File: config.mk
export PLATFORM = sky130hd
export DESIGN_NAME = bin_loader
export DESIGN_NICKNAME = d
export VERILOG_FILES = /design/src/rtl/bin_loader_pkg.sv /design/src/rtl/bin_loader.sv
export SDC_FILE = /design/constraint.sdc
export NUM_CORES = 1
export LEC_CHECK = 0
export CORE_MARGIN = 4
export CORE_UTILIZATION = 49
export CTS_CLUSTER_DIAMETER = 50
export DETAILED_ROUTE_END_ITERATION = 8
export DONT_BUFFER_PORTS = 1
export GPL_ROUTABILITY_DRIVEN = 0
export HOLD_SLACK_MARGIN = 0.02
export PLACE_DENSITY = 0.61
export SETUP_SLACK_MARGIN = 0.1
export SYNTH_ARGS = -nofsm -noshare
export SYNTH_HDL_FRONTEND = slang
export SYNTH_SLANG_ARGS = --single-unit
export TNS_END_PERCENT = 100
File: constraint.sdc
create_clock -name clock -period 3.8 [get_ports clock]
set_input_delay 0.57 -clock clock [delete_from_list [all_inputs] [get_ports clock]]
set_output_delay 0.57 -clock clock [all_outputs]
set_load 0.03 [all_outputs]
File: src/rtl/bin_loader_pkg.sv
// bin_loader_pkg
//   Shared definitions for the PDP-8 BIN tape loader: loader states, tape
//   byte constants and the helper that assembles a 12-bit word from the
//   two 6-bit halves of a frame.
package bin_loader_pkg;

    localparam int DATA_W = 12;  // PDP-8 word / address width
    localparam int BYTE_W = 8;   // tape byte width

    typedef enum logic [2:0] {
        IDLE,
        LEADER,
        HI,
        LO,
        DONE
    } state_t;

    localparam logic [BYTE_W-1:0] LEADER_BYTE = 8'h80;
    localparam logic [BYTE_W-1:0] RUBOUT_BYTE = 8'hFF;
    localparam logic [BYTE_W-1:0] FIELD_MASK  = 8'hC0;

    // A frame carries the high six bits first, then the low six bits.
    function automatic logic [DATA_W-1:0] frame_word(input logic [5:0] hi6,
                                                     input logic [5:0] lo6);
        return {hi6, lo6};
    endfunction

endpackage

File: src/rtl/bin_loader.sv
// bin_loader
//   Reads a PDP-8 BIN format paper tape byte stream and writes the decoded
//   words into core memory.  Each two-byte frame is held as "pending" until
//   the next frame completes; only then is it committed (origin load or data
//   write plus checksum accumulation).  The frame still pending when the
//   trailer arrives is the checksum and is compared against the running sum.
//
// Ports
//   clock      sole clock, rising edge
//   reset      asynchronous, active-high
//   start      one-cycle pulse: arm the loader (also aborts a load in progress)
//   rx_data    tape byte
//   rx_valid   tape byte present; consumed when rx_valid && rx_ready
//   rx_ready   loader is armed and accepting bytes
//   wr_data    word for the core memory write port
//   wr_addr    address for wr_data
//   wr_en      one-cycle write strobe
//   busy       load in progress (from leader until done)
//   done       load finished; cleared by start
//   cksum_err  checksum mismatch, valid while done=1
//   frame_err  sticky malformed-frame flag; cleared by start
module bin_loader
    import bin_loader_pkg::*;
#(
    parameter int RUBOUT_IGNORE = 1
) (
    input  logic              clock,
    input  logic              reset,
    input  logic              start,
    input  logic [BYTE_W-1:0] rx_data,
    input  logic              rx_valid,
    output logic              rx_ready,
    output logic [DATA_W-1:0] wr_data,
    output logic [DATA_W-1:0] wr_addr,
    output logic              wr_en,
    output logic              busy,
    output logic              done,
    output logic              cksum_err,
    output logic              frame_err
);

    state_t state, next_state;

    logic [BYTE_W-1:0] hi_byte;     // first byte of the frame being received
    logic [BYTE_W-1:0] pend_hi;     // raw bytes of the completed, uncommitted frame
    logic [BYTE_W-1:0] pend_lo;
    logic              pend_valid;
    logic [DATA_W-1:0] address;
    logic [DATA_W-1:0] sum;
    logic [DATA_W-1:0] pend_word;

    logic ignored;
    logic take;
    logic is_leader;

    // Events decoded by the FSM and acted on by the datapath register block.
    logic latch_hi;
    logic frame_done;
    logic bad_lo;
    logic trailer;
    logic arm_busy;

    // Rubouts and field-setting bytes never reach the frame logic.
    assign ignored   = ((RUBOUT_IGNORE != 0) && (rx_data == RUBOUT_BYTE)) ||
                       ((rx_data & FIELD_MASK) == FIELD_MASK);
    assign rx_ready  = (state == LEADER) || (state == HI) || (state == LO);
    assign take      = rx_valid && rx_ready && !ignored;
    assign is_leader = (rx_data == LEADER_BYTE);
    assign pend_word = frame_word(pend_hi[5:0], pend_lo[5:0]);

    always_ff @(posedge clock or posedge reset) begin
        if (reset) begin
            state <= IDLE;
        end else begin
            state <= next_state;
        end
    end

    always_comb begin
        next_state = state;
        latch_hi   = 1'b0;
        frame_done = 1'b0;
        bad_lo     = 1'b0;
        trailer    = 1'b0;
        arm_busy   = 1'b0;

        if (start) begin
            // Arms from idle/done and aborts any load in progress.
            next_state = LEADER;
        end else begin
            case (state)
                LEADER: begin
                    if (take) begin
                        arm_busy = 1'b1;
                        if (!is_leader) begin
                            latch_hi   = 1'b1;
                            next_state = LO;
                        end
                    end
                end
                HI: begin
                    if (take) begin
                        if (is_leader) begin
                            // Leader bytes before any complete frame are harmless.
                            if (pend_valid) begin
                                trailer    = 1'b1;
                                next_state = DONE;
                            end
                        end else begin
                            latch_hi   = 1'b1;
                            next_state = LO;
                        end
                    end
                end
                LO: begin
                    if (take) begin
                        next_state = HI;
                        if (rx_data[7] || rx_data[6]) begin
                            bad_lo = 1'b1;
                        end else begin
                            frame_done = 1'b1;
                        end
                    end
                end
                default: ;  // IDLE and DONE wait for start
            endcase
        end
    end

    always_ff @(posedge clock or posedge reset) begin
        if (reset) begin
            wr_en      <= 1'b0;
            wr_addr    <= '0;
            wr_data    <= '0;
            busy       <= 1'b0;
            done       <= 1'b0;
            cksum_err  <= 1'b0;
            frame_err  <= 1'b0;
            sum        <= '0;
            address    <= '0;
            hi_byte    <= '0;
            pend_hi    <= '0;
            pend_lo    <= '0;
            pend_valid <= 1'b0;
        end else begin
            wr_en <= 1'b0;
            if (start) begin
                busy       <= 1'b0;
                done       <= 1'b0;
                cksum_err  <= 1'b0;
                frame_err  <= 1'b0;
                sum        <= '0;
                pend_valid <= 1'b0;
            end else begin
                if (arm_busy) begin
                    busy <= 1'b1;
                end
                if (latch_hi) begin
                    hi_byte <= rx_data;
                end
                if (bad_lo) begin
                    frame_err <= 1'b1;
                end
                if (frame_done) begin
                    // New frame becomes pending; the previous one is committed.
                    pend_hi    <= hi_byte;
                    pend_lo    <= rx_data;
                    pend_valid <= 1'b1;
                    if (pend_valid) begin
                        sum <= sum + {{(DATA_W-BYTE_W){1'b0}}, pend_hi}
                                   + {{(DATA_W-BYTE_W){1'b0}}, pend_lo};
                        if (pend_hi[6]) begin
                            address <= pend_word;
                        end else begin
                            wr_en   <= 1'b1;
                            wr_addr <= address;
                            wr_data <= pend_word;
                            address <= address + 12'd1;
                        end
                    end
                end
                if (trailer) begin
                    // The frame left pending at the trailer is the checksum.
                    done       <= 1'b1;
                    busy       <= 1'b0;
                    cksum_err  <= (pend_word != sum);
                    pend_valid <= 1'b0;
                end
            end
        end
    end

endmodule
== After elaboration in Yosys (flattened, before gate mapping) ==
Index checks and enable logic that the tools add are counted.
W data, S select, Z words.

* Flip-flop bits (word level): 81
* Input bits: 12
* Logic and storage cells: 100

* $add $sub $neg: 3
* Equality and inequality tests: 12
* Muxes and demuxes: 48
* Bitwise operators: 2
* Reduce and logical (&&, ||, !) cells: 21

{| class="wikitable"
|+ Operators by type and width
! kind !! number
|-
| $mux W12 || 4
|-
| $mux W1 || 36
|-
| $add A12 B8 Y12 || 2
|-
| $mux W3 || 7
|-
| $eq A8 B8 Y1 const B || 2
|-
| $add A12 B1 Y12 const B || 1
|-
| $ne A12 B12 Y1 || 1
|-
| $ne A3 B3 Y1 const B || 4
|-
| $pmux W3 S3 || 1
|-
| $reduce_bool A2 Y1 || 4
|-
| $eq A3 B2 Y1 const B || 2
|-
| $reduce_and A2 Y1 || 3
|-
| $reduce_and A6 Y1 || 1
|-
| $reduce_bool A3 Y1 || 2
|-
| $logic_or A1 B1 Y1 || 4
|-
| $ne A4 B4 Y1 const B || 1
|-
| $reduce_and A4 Y1 || 1
|-
| $reduce_bool A4 Y1 || 1
|-
| $eq A3 B1 Y1 const B || 1
|-
| $reduce_and A3 Y1 || 1
|-
| $eq A2 B2 Y1 const B || 1
|-
| $logic_and A1 B1 Y1 || 2
|-
| $not A1 Y1 || 2
|-
| $reduce_or A2 Y1 || 1
|-
| $logic_not A1 Y1 || 1
|}

== Depth between registers and ports, before layout ==
Gate-level depths: netlist of run 1.

* Depth in word-level cells: 11
* Depth in mapped cells: 8
* Depth with buffers taken out: 8

== Least setup slack after synthesis of run 1 ==
OpenSTA, ideal clock, no wires.

* Path type: register -> register
* Start point: register pend_hi[1]
* End point: register sum[7]
* Arrival time: 2349 ps
* Required time: 3673 ps
* Path slack: 1324 ps
* Cell stages (with the launch flop): 9
* Period minus slack after synthesis: 2476 ps
* Cell sequence: dfrtp_1 > fa_1 > ha_1 > fa_1 > a211oi_1 > o21ai_0 > a21oi_1 > xor2_1 > o21ai_0

* Longest elaborated chain between the ends: 5

{| class="wikitable"
|+ RTL lines
! what !! RTL line !! RTL
|-
| from (decl) || bin_loader.sv:45 || <nowiki>logic [BYTE_W-1:0] pend_hi;</nowiki>
|-
| from (signal assigned) || bin_loader.sv:166 || <nowiki>pend_hi <= hi_byte;</nowiki>
|-
| $add A12 B8 Y12 || bin_loader.sv:170 || <nowiki>sum <= sum + {{(DATA_W-BYTE_W){1'b0}}, pend_hi}</nowiki>
|-
| $add A12 B8 Y12 || bin_loader.sv:171 || <nowiki>+ {{(DATA_W-BYTE_W){1'b0}}, pend_lo};</nowiki>
|-
| $mux W12 || bin_loader.sv:169 || <nowiki>if (pend_valid) begin</nowiki>
|-
| $mux W12 || bin_loader.sv:164 || <nowiki>if (frame_done) begin</nowiki>
|-
| $mux W12 || bin_loader.sv:147 || <nowiki>if (start) begin</nowiki>
|-
| to (signal assigned) || bin_loader.sv:170 ||
|-
| to (decl) || bin_loader.sv:49 || <nowiki>logic [DATA_W-1:0] sum;</nowiki>
|}

Every way passes these cells. The select of a mux whose other input is x is not followed.
A chain may end at the register's enable or synchronous reset.

== Worst setup path after layout of run 1 ==
Ends and elaborated chain as after synthesis.

==> summary.md, run 1 <==
- worst min-delay path class: in -> async
- total I/O pin count: 42
- vias in the first global route: 2587
- Pwr per Cell Area: 483 nW/µm²
- FF-to-FF End: sum[7]
- sum of overflow across all layers after global routing: 0
- clock transition at the registers of the reported paths: 0.10 ns
- setup total negative slack: 0 ns
- # port buffers: 0
- crit path time final: 2.72 ns
- instance area after placement: 4110 µm²
- Rel. slew slack: 52.2%
- GRT Util Overall: 18.4%
- number of rows created at floorplan: 32
- drt first-iter violations: 117
- finished layout cell area: 4310 µm²
- maximum number of pins on one net before global-route repair: 53
- number of gates resized after cts: 0
- post-detailed-route via-to-cell ratio: 5.81
- average wire per cell in the routed design: 19.0 µm
- critical path data arrival time: 2.94 ns
- number of clock sinks: 81
- Chip Height: 98.7 µm
- maximum buffer depth of the clock tree: 2
- crit start category: register
- Root Buffer: sky130_fd_sc_hd__clkbuf_8
- peak per-stage delay on the critical path: 0.50 ns
- startpoint of the most critical register-to-register path: pend_hi[1]
- critical path data required time: 4.01 ns
- initial cell density of the core: 51.4%
- share of Yosys cell area claimed by the top area cell type: 50.2%
- global-route wire length before repair: 13.9 mm
- cell-by-cell listing of the critical path: fa_1 -> ha_1 -> fa_1 -> a211oi_1 -> o21ai_0 -> a21oi_1 -> xor2_1 -> o21ai_0
- cell with the most instances after synthesis: sky130_fd_sc_hd__dfrtp_1
- element type at the critical path end: register
- final net count: 375
- setup repair after global routing missed its margin: no
- clock buffer count from CTS: 9
- top flip-flop cell by instance count after synthesis: sky130_fd_sc_hd__dfrtp_1
- Synth area leaders: sky130_fd_sc_hd__dfrtp_1, sky130_fd_sc_hd__mux2_2, sky130_fd_sc_hd__fa_1
- status: finished, final reports clean
- placeable core area: 7850 µm²
- insertion delay to the later sink of the worst-skew pair: 0.36 ns
- cell type contributing the most total cell area after synthesis: sky130_fd_sc_hd__dfrtp_1
- average footprint of a synthesized cell: 11.7 µm²
- number of pins with negative max-slew slack in the final report: 0
- net count of the mapped netlist: 374
- area growth from synthesis to layout: 6.82%
- final worst-path cycle share: 71.7%
- H-tree Lvls: 3
- warnings from Yosys: 0
- Post-CTS Repair Setup Buffers: 0
- combined area of all synthesized cells: 4040 µm²
- WP buf/inv: 0
- Max Cap Violations: 0
- post-synthesis instance total: 344
- Peak supply drop: 0.272 mV
- synthesis-stage register bit count: 81
- Commonest cells post-synth: sky130_fd_sc_hd__dfrtp_1, sky130_fd_sc_hd__mux2_2, sky130_fd_sc_hd__nand2_1
- leakage component of the power: 2.02 nW
- total setup violations reported at the end of the flow: 0
- number of iterations in the first detailed-routing pass: 4
- Diodes inserted: 0
- dominant delay contributor by cell family on the critical path: adder cells
- # DRC: 0
- total via count in the routed design: 2625
- measured slew at the worst slew-check pin: 0.717 ns
- share of async-settable or async-resettable flops after synthesis: 100%
- CP max stage cell: sky130_fd_sc_hd__fa_1
- antenna violations before repair: 0
- hold_buf cts: 0
- DRT Wirelength: 8.57 mm
- share of cells above drive strength 1: 21.1%
- Final Hold Violating Endpoints: 0
- CTS tree: yes
- Crit Path Category: reg -> reg
- share of the yosys chip area belonging to registers: 50.2%
- worst-case reg-to-reg path depth: 8
- number of routed nets with antenna violations: 0
- Final Skew: 0.0131 ns
- fmax: 367 MHz
- Die Area: 9750 µm²
- minimum setup slack among reg-to-reg paths: 1.08 ns
- width of the die: 98.7 µm
- highest fanout seen on the critical path: 5
- detailed placer's ending HPWL: 5.97 mm
- number of distinct library cells after synthesis: 53
- Post-synth EDFFs: 0
-- per-layer routing --
metal	global-route usage (%)	wire, µm
met1	26.7	4090
met3	5.38	560
met2	26.3	3820
met5	0	0
met4	6.30	102
-- power by group --
part | leakage [nW] | switching (W) | internal, W
registers | 1.08 | 0.000145 | 0.000935
logic | 0.847 | 0.000172 | 0.000175
clock network | 0.0977 | 0.000344 | 0.000310
-- layout make-up --
cell class / instances / area (µm²)
Fill cell: 716 / 3540
Sequential cell: 81 / 2030
Clock buffer: 9 / 124
Inverter: 10 / 38.8
Multi-Input combinational cell: 240 / 1890
Tap cell: 102 / 128
Timing Repair Buffer: 3 / 22.5
Clock inverter: 7 / 78.8
-- worst register-to-register path, stage by stage, from the launching register on --
cell,delay [ns]
sky130_fd_sc_hd__dfrtp_1,0.46
sky130_fd_sc_hd__fa_1,0.50
sky130_fd_sc_hd__ha_1,0.24
sky130_fd_sc_hd__fa_1,0.43
sky130_fd_sc_hd__a211oi_1,0.37
sky130_fd_sc_hd__o21ai_0,0.17
sky130_fd_sc_hd__a21oi_1,0.19
sky130_fd_sc_hd__xor2_1,0.14
sky130_fd_sc_hd__o21ai_0,0.08
-- cells by family (layout without fill, tap and decap cells) --
kind of cell | Yosys count | after routing | synth area share [%]
muxes | 46 | 46 | 12.8
xor gates and xnor gates | 20 | 20 | 4.34
buffers and inverters | 23 | 29 | 2.88
AOI/OAI and AO/OA | 68 | 68 | 11.0
DFF | 81 | 81 | 50.2
and+or+nand+nor | 88 | 88 | 11.5
adders and majority gates | 18 | 18 | 7.26
-- worst max path at each step --
stage / from / to / cells past startpoint
after global routing: pend_hi[1] / sum[7] / 8
after global placement: pend_hi[1] / sum[7] / 8
after CTS: pend_hi[1] / sum[7] / 8
final: pend_hi[1] / sum[7] / 8
after floorplan: reset / address[0] / 1
after detailed placement: pend_hi[1] / sum[7] / 8
-- registers in the layout, indices dropped and copies added, names as in the netlist --
signal / cells
busy: 1
done: 1
wr_addr: 12
wr_en: 1
pend_hi: 8
cksum_err: 1
address: 12
wr_data: 12
frame_err: 1
sum: 12
pend_valid: 1
state: 3
pend_lo: 8
hi_byte: 8
-- placed cells by master, fill, tap and decap left out, types with 2 or more instances in the layout --
cell type                    Yosys  layout
sky130_fd_sc_hd__a22o_1          4       4
sky130_fd_sc_hd__nand2b_1        2       2
sky130_fd_sc_hd__inv_1          10       9
sky130_fd_sc_hd__nand2_1        24      24
sky130_fd_sc_hd__mux2i_1         2       2
sky130_fd_sc_hd__a21oi_1        19      19
sky130_fd_sc_hd__clkinv_2        0       2
sky130_fd_sc_hd__nor3_1          5       5
sky130_fd_sc_hd__nand3_1        12      12
sky130_fd_sc_hd__a221o_2         2       2
sky130_fd_sc_hd__and3_1          2       2
sky130_fd_sc_hd__a21o_1          2       2
sky130_fd_sc_hd__nor4_1          7       7
sky130_fd_sc_hd__mux2_2         44      44
sky130_fd_sc_hd__buf_4           3       3
sky130_fd_sc_hd__clkbuf_8        0       9
sky130_fd_sc_hd__o21ai_0        16      16
sky130_fd_sc_hd__or3_1           2       2
sky130_fd_sc_hd__a221o_1         2       2
sky130_fd_sc_hd__a31oi_1         3       3
sky130_fd_sc_hd__clkinvlp_4      0       2
sky130_fd_sc_hd__nor2b_1         4       4
sky130_fd_sc_hd__dfrtp_1        81      81
sky130_fd_sc_hd__or2_2           2       2
sky130_fd_sc_hd__xor2_1         17      17
sky130_fd_sc_hd__a211oi_1        4       4
sky130_fd_sc_hd__ha_1            9       9
sky130_fd_sc_hd__xnor2_1         3       3
sky130_fd_sc_hd__fa_1            9       9
sky130_fd_sc_hd__nand4_1         2       2
sky130_fd_sc_hd__nor2_1         16      16
sky130_fd_sc_hd__o22ai_1         5       5
-- stage by stage --
step	power [W]	hold WS (ns)	worst slack, ns	utilization [%]	instances
final	0.00208	0.105	1.08	54.9	452
after global routing	0.00219	0.140	0.921	54.9	452
after CTS	0.00210	0.119	1.08	54.9	452
after detailed placement	0.00145	0.469	1.10	52.3	436
after global placement	0.00144	0.454	1.16	52.3	436
after floorplan	0.00134	0.444	1.15	-	344
(Power assumes the default switching activity.)
==> inputs of run 2 (changes only) <==
Settings changed: PLACE_DENSITY 0.61 to 0.63.
Clock period 3.8 ns to 2.43 ns, I/O delays scaled along.
==> summary.md, run 2 (same netlist as run 1, synthesis figures left out) <==
- worst hold endpoint: state[2]
- average wire per cell in the routed design: 18.9 µm, -0.39%
- total via count in the routed design: 2709, +3.2%
- most common library cell in the layout ignoring fill and taps: sky130_fd_sc_hd__dfrtp_1
- antenna violations before repair: 0, unchanged
- share of cells above drive strength 1: 26.8%, +5.7 points
- source of the worst hold timing path: start
- final net count: 395, +5.3%
- GRT Util Overall: 19.2%, +0.81 points
- width of the die: 98.7 µm, unchanged
- highest fanout seen on the critical path: 3, -2
- Chip Height: 98.7 µm, unchanged
- worst hold slack across all endpoints: 0.0652 ns, -0.0394 ns
- fmax: 428 MHz, +17%
- sum of overflow across all layers after global routing: 0, unchanged
- # DRC: 0, unchanged
- number of pins with negative max-slew slack in the final report: 0, unchanged
- Diodes inserted: 0, unchanged
- Max Cap Violations: 0, unchanged
- H-tree Lvls: 3, unchanged
- detailed placer's ending HPWL: 6.17 mm, +3.3%
- peak per-stage delay on the critical path: 0.48 ns, -0.02 ns
- final worst-path cycle share: 96.1%, +24 points
- number of fill cells in the layout: 676, -5.6%
- number of rows created at floorplan: 32, unchanged
- Crit Path Category: reg -> reg
- area growth from synthesis to layout: 12.6%
- total I/O pin count: 42, unchanged
- clock transition at the registers of the reported paths: 0.08 ns, -0.02 ns
- number of routed nets with antenna violations: 0, unchanged
- CTS tree: yes
- Peak supply drop: 0.501 mV, +84%
- insertion delay to the later sink of the worst-skew pair: 0.36 ns, about the same
- setup repair after global routing missed its margin: yes
- # port buffers: 0, unchanged
- maximum number of pins on one net before global-route repair: 82, +55%
- worst min-delay path class: in -> reg
- crit start category: register
- status: finished, final reports clean
- number of clock sinks: 81, unchanged
- crit path time final: 2.33 ns, -0.390 ns
- vias in the first global route: 2685, +3.8%
- Pwr Total: 0.00349 W, +68%
- number of iterations in the first detailed-routing pass: 4, unchanged
- maximum buffer depth of the clock tree: 2, unchanged
- drt first-iter violations: 215, +84%
- critical path data required time: 2.67 ns, -1.34 ns
- highest-count cells in the layout ignoring fill and taps: sky130_fd_sc_hd__dfrtp_1, sky130_fd_sc_hd__mux2_2, sky130_fd_sc_hd__nand2_1
- Final Skew: 0.0150 ns, +0.00190 ns
- Die Area: 9750 µm², unchanged
- FF-to-FF End: sum[11]
- Final Hold Violating Endpoints: 0, unchanged
- total setup violations reported at the end of the flow: 0, unchanged
- CP max stage cell: sky130_fd_sc_hd__fa_1
- post-detailed-route via-to-cell ratio: 5.75, -0.96%
- Rel. slew slack: 48.9%, -3.3 points
- DRT Wirelength: 8.89 mm, +3.8%
- worst-case reg-to-reg path depth: 8, unchanged
- clock buffer count from CTS: 9, unchanged
- critical path data arrival time: 2.58 ns, -0.36 ns
- startpoint of the most critical register-to-register path: pend_lo[1]
- Min-Delay Path Depth: 1
- placeable core area: 7850 µm², unchanged
- cell-by-cell listing of the critical path: fa_1 -> ha_2 -> fa_2 -> a211oi_4 -> o211ai_1 -> nand4_1 -> xor2_1 -> nor2_1
- global-route wire length before repair: 14.6 mm, +5.1%
- Root Buffer: sky130_fd_sc_hd__clkbuf_8
- minimum setup slack among reg-to-reg paths: 0.1 ns, -0.98 ns
- setup total negative slack: 0 ns, unchanged
- measured slew at the worst slew-check pin: 0.764 ns, +0.0467 ns
- Pwr per Cell Area: 768 nW/µm², +59%
- element type at the critical path end: register
- initial cell density of the core: 51.4%, unchanged
- leakage component of the power: 2.14 nW, +5.8%
## run 2: where the power goes
group	internal, W	switching (W)
logic	0.000384	0.000442
registers	0.00147	0.000108
clock network	0.000579	0.000508
## run 2: metrics by stage
stage          instances  util (%)  setup slack [ns]  cell area (µm²)
6_report             471      57.9            0.0952             4540
5_1_grt              471      57.9           -0.0279             4540
4_1_cts              470      57.5            0.0861             4510
3_5_place_dp         453      54.3           -0.0210             4260
3_3_place_gp         453      54.3           0.00593             4260
2_1_floorplan        344         -            0.0780             4050
## run 2: layout make-up
type	count	area, µm²	area share [%]
Sequential cell	81	2030	44.6
Multi-Input combinational cell	240	1940	42.8
Timing Repair Buffer	23	188	4.13
Tap cell	102	128	2.81
Clock buffer	9	124	2.73
Clock inverter	6	91.3	2.01
Inverter	10	41.3	0.909
## run 2: worst max-delay path: cells and delay by family, from the launching register on
family          cells  cell delay [ns]
simple gates        2             0.16
compound gates      2             0.45
xor+xnor            1             0.15
fa+ha+maj           3             1.05
flops               1             0.40
## run 2: timing repair
action	CTS	global route
gates cloned	0	0
hold buffers	1	0
setup buffers	1	1
endpoints found under the setup margin	5	6
resized for setup	6	4
endpoints found under the hold margin	51	0
pin swaps	9	6
## run 2: per-layer routing
metal,global-route usage (%),wire (µm)
met1,28.3,4280
met2,27.7,4030
met3,5.52,451
met4,5.25,129
met5,0,0
## run 2: worst max-delay path by stage
stage                          start       to  slack, ns  cells past startpoint
final                     pend_lo[1]  sum[11]        0.1                      8
after global routing      pend_lo[1]   sum[9]      -0.03                      8
after CTS                 pend_lo[1]   sum[7]       0.09                      8
after detailed placement  pend_hi[2]  sum[10]      -0.02                      7
after global placement    pend_hi[2]  sum[10]      0.006                      7
after floorplan           pend_hi[1]   sum[7]       0.08                      8
==> inputs of run 3 (changes only) <==
Settings changed: ABC_AREA set to 1, CELL_PAD_IN_SITES_DETAIL_PLACEMENT set to 1, CELL_PAD_IN_SITES_GLOBAL_PLACEMENT set to 1, CORE_UTILIZATION 49 to 43, PLACE_DENSITY 0.63 to 0.73.
==> summary.md, run 3 <==
- WP buf/inv: 0, unchanged
- number of pins with negative max-slew slack in the final report: 0, unchanged
- cell with the most instances after synthesis: sky130_fd_sc_hd__nand2_1
- highest fanout seen on the critical path: 4, +1
- average footprint of a synthesized cell: 8.13 µm², -31%
- global-route wire length before repair: 18.4 mm, +26%
- Final Hold Violating Endpoints: 0, unchanged
- peak per-stage delay on the critical path: 0.48 ns, about the same
- Chip Height: 107 µm, +8.8%
- adder and majority gate portion of the synthesized area: 6.89%, -0.37 points
- share of synthesized area spent on multiplexers: 0%, -13 points
- detailed placer's ending HPWL: 8.47 mm, +37%
- maximum buffer depth of the clock tree: 2, unchanged
- startpoint of the most critical register-to-register path: pend_hi[1]
- initial cell density of the core: 43.9%, -7.5 points
- Max Cap Violations: 0, unchanged
- finished layout cell area: 4690 µm², +3.2%
- worst hold endpoint: frame_err
- CP max stage cell: sky130_fd_sc_hd__fa_1
- GRT Util Overall: 20.5%, +1.3 points
- vias in the first global route: 3637, +35%
- # DRC: 0, unchanged
- instance area after placement: 4470 µm², +4.9%
- Root Buffer: sky130_fd_sc_hd__clkbuf_8
- final worst-path cycle share: 89.4%, -6.6 points
- dominant delay contributor by cell family on the critical path: adder cells
- Post-synth EDFFs: 0, unchanged
- most common library cell in the layout ignoring fill and taps: sky130_fd_sc_hd__nand2_1
- warnings from Yosys: 0, unchanged
- total via count in the routed design: 3427, +27%
- element type at the critical path end: register
- number of rows created at floorplan: 36, +13%
- Internal: 0.00262 W, +7.8%
- post-synthesis instance total: 523, +52%
- combinational power share: 34.3%, +11 points
- Final Skew: 0.00943 ns, -0.00559 ns
- number of clock sinks: 81, unchanged
- insertion delay to the later sink of the worst-skew pair: 0.35 ns, about the same
- post-detailed-route via-to-cell ratio: 5.08, -12%
- main combinational cell family by area after synthesis: simple AND/OR/NAND/NOR gates
- clock network fraction of total power: 22.8%, -8.4 points
- width of the die: 107 µm, +8.8%
- highest-count cells in the layout ignoring fill and taps: sky130_fd_sc_hd__nand2_1, sky130_fd_sc_hd__dfrtp_1, sky130_fd_sc_hd__inv_1
- critical path data arrival time: 2.42 ns, -0.16 ns
- clock buffer count from CTS: 9, unchanged
- cell-by-cell listing of the critical path: fa_1 -> ha_2 -> fa_2 -> nand2_1 -> nand3_2 -> nand3_2 -> nand3_2 -> a21oi_1 -> nor2_1
- Compound-Gate Fraction of Synth Area: 7.42%, -3.6 points
- H-tree Lvls: 3, unchanged
- number of fill cells in the layout: 1195, +77%
- measured slew at the worst slew-check pin: 0.614 ns, -0.151 ns
- top flip-flop cell by instance count after synthesis: sky130_fd_sc_hd__dfrtp_1
- Min-Delay Path Depth: 1, unchanged
- net count of the mapped netlist: 553, +48%
- worst min-delay path class: in -> reg
- Peak supply drop: 0.453 mV, -9.6%
- CTS tree: yes
- Commonest cells post-synth: sky130_fd_sc_hd__nand2_1, sky130_fd_sc_hd__dfrtp_1, sky130_fd_sc_hd__inv_1
- share of the yosys chip area belonging to registers: 47.7%, -2.6 points
- crit start category: register
- final net count: 568, +44%
- placeable core area: 9680 µm², +23%
- setup repair after global routing missed its margin: no
- setup total negative slack: 0 ns, unchanged
- Pwr Total: 0.00429 W, +23%
- share of Yosys cell area claimed by the top area cell type: 47.7%, -2.6 points
- # port buffers: 0, unchanged
- status: finished, final reports clean
- minimum setup slack among reg-to-reg paths: 0.26 ns, +0.16 ns
- fraction of power consumed by sequential logic: 42.8%, -2.3 points
- sum of overflow across all layers after global routing: 0, unchanged
- Die Area: 11500 µm², +18%
- total I/O pin count: 42, unchanged
- number of routed nets with antenna violations: 0, unchanged
- maximum number of pins on one net before global-route repair: 40, -51%
- antenna violations before repair: 0, unchanged
- DRT Wirelength: 11.0 mm, +24%
- most frequent cell on the critical path: sky130_fd_sc_hd__nand3_2
- FF-to-FF End: sum[11]
- average wire per cell in the routed design: 16.3 µm, -14%
- share of async-settable or async-resettable flops after synthesis: 100%, unchanged
- critical path data required time: 2.68 ns, about the same
- number of distinct library cells after synthesis: 30, -43%
- drt first-iter violations: 166, -23%
- combined area of all synthesized cells: 4250 µm², +5.4%
- leakage component of the power: 2.38 nW, +11%
- Crit Path Category: reg -> reg
- source of the worst hold timing path: start
- Sw Ratio: 39.0%, +8.7 points
- area share of and/or/nand/nor cells after synthesis: 27.8%, +16 points
- Pwr per Cell Area: 915 nW/µm², +19%
- area share of xor/xnor cells in the synthesized design: 4.12%, -0.22 points
- share of cells above drive strength 1: 8.30%, -19 points
- fmax: 460 MHz, +7.4%
- cell type contributing the most total cell area after synthesis: sky130_fd_sc_hd__dfrtp_1
- synthesis-stage register bit count: 81, unchanged
- total setup violations reported at the end of the flow: 0, unchanged
- worst-case reg-to-reg path depth: 9, +1
- area growth from synthesis to layout: 10.2%
- switching power of the nets: 0.00167 W, +58%
- clock transition at the registers of the reported paths: 0.08 ns, about the same
- number of iterations in the first detailed-routing pass: 4, unchanged
- crit path time final: 2.17 ns, -0.161 ns
- Synth area leaders: sky130_fd_sc_hd__dfrtp_1, sky130_fd_sc_hd__nand2_1, sky130_fd_sc_hd__o21ai_0
- Rel. slew slack: 59.0%, +10 points
- Diodes inserted: 0, unchanged
[run 3: changes by cell type in the layout (fill, tap and decap cells not counted), moves of 10 or more]
cell	previous run	this run
sky130_fd_sc_hd__nand3_1	12	36
sky130_fd_sc_hd__nand2_1	24	191
sky130_fd_sc_hd__o21ai_0	14	42
sky130_fd_sc_hd__inv_1	9	49
sky130_fd_sc_hd__mux2_2	44	0
sky130_fd_sc_hd__nor2_1	16	35
sky130_fd_sc_hd__a21oi_1	17	7
[run 3: layer usage]
metal | vias to the layer above | GRT usage (%) | routed length, µm
met1 | 1669 | 26.7 | 4760
met4 | 0 | 6.67 | 231
met3 | 17 | 2.76 | 408
li1 | 1681 | - | -
met5 | - | 0 | 0
met2 | 60 | 35.2 | 5630
[run 3: worst register-to-register path, delay by kind of cell, from the launching register on]
kind	cells	cell delay (ns)
adders and majority gates	3	1.07
and+or+nand+nor	5	0.44
DFF	1	0.41
AOI/OAI and AO/OA	1	0.15
[run 3: final cells by class]
| cell class | instances | area, µm² | area share [%] |
|---|---|---|---|
| repair buffers | 14 | 120 | 2.56 |
| multi-input cells | 378 | 1980 | 42.3 |
| flip-flops and latches | 81 | 2030 | 43.2 |
| clock buffers | 10 | 128 | 2.72 |
| clock inverters | 5 | 56.3 | 1.20 |
| inverters | 54 | 206 | 4.40 |
| well taps | 133 | 166 | 3.55 |
[run 3: repair_timing]
| item | 4_1_cts | 5_1_grt |
|---|---|---|
| setup buffers | 1 | 0 |
| gates resized for setup | 1 | 4 |
| endpoints found under the hold margin | 23 | 0 |
| pin swaps | 0 | 1 |
| setup endpoints to repair | 3 | 3 |
| hold buffers | 1 | 0 |
[run 3: how the worst max path moves through the flow]
stage | depth (start not counted) | endpoint | start | slack, ns
2_1_floorplan | 9 | sum[11] | pend_hi[1] | 0.24
3_3_place_gp | 9 | sum[11] | pend_hi[1] | 0.11
3_5_place_dp | 9 | sum[11] | pend_hi[1] | 0.009
4_1_cts | 9 | sum[11] | pend_hi[1] | 0.11
5_1_grt | 8 | sum[10] | pend_hi[7] | 0.11
6_report | 9 | sum[11] | pend_hi[1] | 0.26
[run 3: logic make-up after synthesis]
logic type / count (synthesis)
AO/OA/AOI/OAI: 59
XOR/XNOR: 20
adder cells (fa/ha/maj): 18
buffers and inverters: 64
AND/OR/NAND/NOR: 281
flip-flops: 81
[run 3: through the flow]
stage          util (%)  cells  hold slack (ns)  setup slack (ns)
2_1_floorplan         -    523            0.431             0.242
3_3_place_gp       46.1    658            0.323             0.109
3_5_place_dp       46.1    658            0.325           0.00858
4_1_cts            48.2    675           0.0550             0.107
6_report           48.4    675           0.0697             0.256
5_1_grt            48.4    675           0.0574             0.106
[run 3: power by group through the flow]
stage          combinational (W)  clock [W]  sequential (W)
4_1_cts                  0.00147    0.00101         0.00184
2_1_floorplan           0.000956          0         0.00185
3_3_place_gp             0.00137          0         0.00186
5_1_grt                  0.00169    0.00106         0.00187
3_5_place_dp             0.00144          0         0.00188
6_report                 0.00147   0.000980         0.00184
